## config.mk

```make
export PLATFORM = sky130hd
export DESIGN_NAME = pipeline_commit_monitor_flat
export DESIGN_NICKNAME = d
export VERILOG_FILES = /design/src/rtl/pipeline_commit_monitor_if.sv /design/src/rtl/pipeline_commit_monitor.sv /design/src/flat_wrapper.sv
export SDC_FILE = /design/constraint.sdc
export NUM_CORES = 1
export LEC_CHECK = 0
export BUFFER_PORTS_ARGS = -buffer_cell sky130_fd_sc_hd__buf_2
export CAP_MARGIN = 20
export CORE_ASPECT_RATIO = 1.1
export CORE_MARGIN = 2
export CORE_UTILIZATION = 48
export DETAILED_ROUTE_END_ITERATION = 8
export GPL_TIMING_DRIVEN = 1
export PLACE_DENSITY = 0.74
export SYNTH_ARGS = -nofsm -noshare
export SYNTH_HDL_FRONTEND = slang
export SYNTH_SLANG_ARGS = --single-unit
```

## constraint.sdc

```tcl
create_clock -name clk -period 1.8 [get_ports clk]
set_clock_uncertainty 0.1 [all_clocks]
set_input_delay 0.18 -clock clk [delete_from_list [all_inputs] [get_ports clk]]
set_output_delay 0.18 -clock clk [all_outputs]
set_load 0.01 [all_outputs]
```

## src/rtl/pipeline_commit_monitor_if.sv

```systemverilog
// Bundle of decode-side pipeline inputs and commit-status outputs for the
// pipeline commit monitor; the monitor sits on the slave side.
interface pipeline_commit_monitor_if;
  logic        id_valid;
  logic        id_illegal;
  logic        id_ebreak;
  logic        ex_alu_error;
  logic        stall;
  logic        flush;
  logic        cpu_stop;
  logic [1:0]  cpu_error;
  logic [31:0] retired;

  modport master (
    output id_valid, id_illegal, id_ebreak, ex_alu_error, stall, flush,
    input  cpu_stop, cpu_error, retired
  );

  modport slave (
    input  id_valid, id_illegal, id_ebreak, ex_alu_error, stall, flush,
    output cpu_stop, cpu_error, retired
  );
endinterface

```

## src/rtl/pipeline_commit_monitor.sv

```systemverilog
// Shadows the EX/MEM/WB stages with per-instruction tags and decides at WB
// whether each instruction retires, halts the CPU (EBREAK) or faults it.
module pipeline_commit_monitor (
  input  logic                      clk,
  input  logic                      reset,
  pipeline_commit_monitor_if.slave  bus
);

  typedef enum logic [1:0] {RUN, STOPPED, FAULTED} state_e;

  typedef struct packed {
    logic valid;
    logic ebreak;
    logic dec_err;
    logic alu_err;
  } tag_t;

  localparam tag_t BUBBLE = '0;

  state_e      state_q, state_d;
  tag_t        ex_q, ex_d;
  tag_t        mem_q, mem_d;
  tag_t        wb_q, wb_d;
  logic        cpu_stop_q, cpu_stop_d;
  logic [1:0]  cpu_error_q, cpu_error_d;
  logic [31:0] retired_q, retired_d;

  always_comb begin
    // NOTE: every signal gets a hold default before any branch, so no path
    // leaves it unassigned and no latch is inferred.
    state_d     = state_q;
    ex_d        = ex_q;
    mem_d       = mem_q;
    wb_d        = wb_q;
    cpu_stop_d  = cpu_stop_q;
    cpu_error_d = cpu_error_q;
    retired_d   = retired_q;

    if (state_q == RUN) begin
      // A flush or stall kills the ID slot; flush+stall collapses to one bubble.
      if (bus.stall || bus.flush || !bus.id_valid) begin
        ex_d = BUBBLE;
      end else begin
        ex_d = '{valid: 1'b1, ebreak: bus.id_ebreak, dec_err: bus.id_illegal, alu_err: 1'b0};
      end

      mem_d         = ex_q;
      mem_d.alu_err = bus.ex_alu_error & ex_q.valid & ~ex_q.dec_err;
      wb_d          = mem_q;

      // Commit decision; an error outranks EBREAK on the same instruction.
      if (wb_q.valid) begin
        if (wb_q.dec_err || wb_q.alu_err) begin
          state_d     = FAULTED;
          cpu_error_d = {wb_q.dec_err, wb_q.alu_err};
        end else if (wb_q.ebreak) begin
          state_d    = STOPPED;
          cpu_stop_d = 1'b1;
        end else begin
          retired_d = retired_q + 32'd1;
        end
      end
    end
  end

  always_ff @(posedge clk or posedge reset) begin
    if (reset) begin
      state_q     <= RUN;
      ex_q        <= BUBBLE;
      mem_q       <= BUBBLE;
      wb_q        <= BUBBLE;
      cpu_stop_q  <= 1'b0;
      cpu_error_q <= 2'b00;
      retired_q   <= 32'd0;
    end else begin
      // NOTE: non-blocking updates so every flop samples pre-edge values.
      state_q     <= state_d;
      ex_q        <= ex_d;
      mem_q       <= mem_d;
      wb_q        <= wb_d;
      cpu_stop_q  <= cpu_stop_d;
      cpu_error_q <= cpu_error_d;
      retired_q   <= retired_d;
    end
  end

  assign bus.cpu_stop  = cpu_stop_q;
  assign bus.cpu_error = cpu_error_q;
  assign bus.retired   = retired_q;

endmodule

```

## src/flat_wrapper.sv

```systemverilog
// flat-port wrapper written by rule: the top's interface ports become plain ports
module pipeline_commit_monitor_flat 
  (clk, reset, bus_id_valid, bus_id_illegal, bus_id_ebreak, bus_ex_alu_error, bus_stall, bus_flush, bus_cpu_stop, bus_cpu_error, bus_retired);
  pipeline_commit_monitor_if bus_i ();
  input  logic clk;
  input  logic reset;
  input wire logic [$bits(bus_i.id_valid)-1:0] bus_id_valid;
  input wire logic [$bits(bus_i.id_illegal)-1:0] bus_id_illegal;
  input wire logic [$bits(bus_i.id_ebreak)-1:0] bus_id_ebreak;
  input wire logic [$bits(bus_i.ex_alu_error)-1:0] bus_ex_alu_error;
  input wire logic [$bits(bus_i.stall)-1:0] bus_stall;
  input wire logic [$bits(bus_i.flush)-1:0] bus_flush;
  output wire logic [$bits(bus_i.cpu_stop)-1:0] bus_cpu_stop;
  output wire logic [$bits(bus_i.cpu_error)-1:0] bus_cpu_error;
  output wire logic [$bits(bus_i.retired)-1:0] bus_retired;
  assign bus_i.id_valid = bus_id_valid;
  assign bus_i.id_illegal = bus_id_illegal;
  assign bus_i.id_ebreak = bus_id_ebreak;
  assign bus_i.ex_alu_error = bus_ex_alu_error;
  assign bus_i.stall = bus_stall;
  assign bus_i.flush = bus_flush;
  assign bus_cpu_stop = bus_i.cpu_stop;
  assign bus_cpu_error = bus_i.cpu_error;
  assign bus_retired = bus_i.retired;
  pipeline_commit_monitor u_core (.clk(clk), .reset(reset), .bus(bus_i));
endmodule
```

==> impl_results.md <==
* Status: finished clean
* Mapped Area at 2080 um^2
* # IOs at 43
* Placer Congestion at 0.758
* PwrDens at 1050 nW/um^2
* Syn_nets at 179
* Number of synthesized flops with an enable pin at 0
* Final worst path period need at 1.74 ns
* # diodes at 0
* Synthesis Warnings at 0
* Synth Flop Type: dfrtp_1
* IO buf count at 42
* DR iter-0 viols at 82
* CTS Sinks at 48
* Synth async-reset ratio at 100%
* Unique masters post-synth at 32
* CP Cell Sequence: nor3_2, nand4_4, nor3_4, buf_4, nand3_1, xnor2_1
* Die area at 4880 um^2
* Max Slew Vio Count at 0
* Num CTS Buffers at 5
* Pre-CTS setup slack at -0.0581 ns
* Drt pass-1 iters at 5
* Core Region at 4220 um^2
* Initial core utilization at 49.3%
* Critical path type: reg -> reg
* First-pass GRT wire length at 6420 um
* Hold crit path type: in -> reg
* CTS max path bufs at 2
* Syn-to-layout area delta at 28.3%
* Post-route ant nets at 0
* Slowest stage cell, crit path: dfrtp_1
* Final-layout fill cell count at 355
* Commonest cells after routing, fill and taps aside: dfrtp_1, buf_2, buf_4
* Crit start category: flop
* CTS tree: done
* Vias in the first global route at 1461
* Slowest Stage Delay on Critical Path at 0.45 ns
* Die Wd at 66.8 um
* Top cell type's share of synthesized area at 57.7%
* Setup WS post-layout at 0.0642 ns
* Layout cells sized above 1 at 42.0%
* Final cell count without fillers at 297
* Cell taking the most area after synthesis: dfrtp_1
* Leading post-synthesis cells by cell area: dfrtp_1, xnor2_1, mux2_2
* FF-to-FF setup slack at 0.06 ns
* Multi-input gate area at 863 um^2
* Clk root buf: clkbuf_8
* Dpl hpwl at 2770 um
* Placed cells at 283
* Register area share after synthesis at 57.7%
* NumNets Final at 252
* R2r endpoint: u_core.bus.retired[18]$_DFFE_PP0P_
* R2r worst-path depth at 6
* Endpoint class of the critical path: flop
* Util after Layout at 63.3%
* Slew margin rel. at 78.2%
* WP data arrival at 1.83 ns
* Worst skew pair latency at 0.30 ns
* Initial antenna violation count at 0
* Rows at 25
* Largest net degree at the start of global routing at 49
* Synth Instances at 170
* Worst Path Required at 1.89 ns
* Via Count at 1513
* Vias/cell at 5.09
* # setup viols final at 0
* WP depth at 6
* Most common cell after layout, fill and taps aside: dfrtp_1
* Die height at 73.1 um
* Post-synthesis area per instance at 12.3 um^2
* Final WL at 3970 um
* RSZ-0062 raised after global routing: yes
* CP max FO at 5
* Clk slew on worst S/H paths at 0.08 ns
* Leakage at 1.44 nW
* Global route overflow at 0
* Max_cap viols at 0
* Final critical-path share of the clock period at 96.4%
* CP delay by family, top: simple AND/OR/NAND/NOR gates
* RR Startpoint: u_core.wb_q[1]$_DFFE_PP0N_
* Buffers and inverters on the worst path at 1
* WL/cell at 13.4 um
* Max VDD drop at 798 uV
* Worst Hold Launch: bus_id_illegal
* GRT Total Usage at 17.7%
* Hold Path End: u_core.ex_q[1]$_DFFE_PP0N_
* Setup total negative slack at 0 ns
* Final Hold Viols at 0
* H-tree levels at 2
* Worst hold path depth at 3
* Register area at 1200 um^2
* Achievable Freq at 0.576 GHz
* Flops & latches, synth at 48
* Slew @ Worst Pin at 0.326 ns
* DRC at 0
==> synthesized netlist by cell type, types with 2 or more instances <==
library cell	number
and3_1	8
and4_1	6
buf_2	2
buf_4	2
dfrtp_1	48
inv_1	2
mux2_2	9
nand2_1	19
nand3_1	13
nand4_1	6
nor2_1	4
o21ai_0	3
xnor2_1	22
xor2_1	8
==> flip-flops by register name, indices dropped and copies added (netlist names) <==
| signal | count |
|---|---|
| u_core.bus.cpu_error | 2 |
| u_core.bus.cpu_stop | 1 |
| u_core.bus.retired | 32 |
| u_core.ex_q | 3 |
| u_core.mem_q | 4 |
| u_core.state_q | 2 |
| u_core.wb_q | 4 |
==> metrics by stage <==
step                      power [mW]  hold WS (ns)  cell area, um^2
after global routing            2.98        0.0262             2670
after detailed placement        2.14         0.139             2510
after CTS                       2.77       0.00286             2630
final                           2.81       0.00528             2670
after floorplan                 1.81         0.213             2090
after global placement          2.11         0.136             2510
==> power breakdown <==
part / internal [mW] / switching [mW]
clock: 0.265 / 0.347
sequential: 1.25 / 0.160
combinational: 0.441 / 0.352
==> layer usage <==
| metal | up-vias | track usage [%] | part of all wire, % |
|---|---|---|---|
| met3 | 5 | 5.56 | 4.9 |
| li1 | 730 | - | - |
| met1 | 740 | 21.9 | 44 |
| met4 | 0 | 6.80 | 1.3 |
| met5 | - | 0 | 0 |
| met2 | 38 | 28.9 | 50 |
==> worst min-delay path, delay by kind of cell <==
kind	cells	cell delay, ns
AND/OR/NAND/NOR	2	0.11
buffers and inverters	1	0.08
==> timing repair <==
item,CTS,global route
hold endpoints to repair,49,0
setup buffers,2,3
pin swaps,1,7
endpoints found under the setup margin,5,13
resized for setup,3,6
hold buffers,2,0
==> worst max path at each step <==
| stage | start | endpoint | slack (ns) |
|---|---|---|---|
| after floorplan | u_core.bus.retired[2]$_DFFE_PP0P_ | u_core.bus.retired[21]$_DFFE_PP0P_ | 0.01 |
| after global placement | u_core.wb_q[1]$_DFFE_PP0N_ | u_core.bus.retired[30]$_DFFE_PP0P_ | -0.006 |
| after detailed placement | u_core.state_q[0]$_DFFE_PP0P_ | u_core.bus.retired[28]$_DFFE_PP0P_ | -0.06 |
| after CTS | u_core.state_q[0]$_DFFE_PP0P_ | u_core.bus.retired[28]$_DFFE_PP0P_ | 0.003 |
| after global routing | u_core.wb_q[1]$_DFFE_PP0N_ | u_core.bus.retired[28]$_DFFE_PP0P_ | -0.05 |
| final | u_core.wb_q[1]$_DFFE_PP0N_ | u_core.bus.retired[18]$_DFFE_PP0P_ | 0.06 |
==> cell type report <==
type | instances | area share (%)
repair buffers | 72 | 16.9
well taps | 54 | 2.53
flip-flops and latches | 48 | 45.1
multi-input cells | 114 | 32.3
inverters | 2 | 0.281
clock buffers | 6 | 2.71
clock inverters | 1 | 0.187
==> cell families (layout without fill, tap and decap cells) <==
| family | Yosys count | count (layout) | share of synthesized area, % |
|---|---|---|---|
| xor gates and xnor gates | 31 | 31 | 13.4 |
| muxes | 9 | 9 | 4.86 |
| DFF | 48 | 48 | 57.7 |
| buffers and inverters | 8 | 81 | 2.34 |
| adders and majority gates | 1 | 1 | 0.601 |
| and+or+nand+nor | 67 | 67 | 19.1 |
| AOI/OAI and AO/OA | 6 | 6 | 2.04 |
Note: power is estimated with default switching activity, not from simulation.
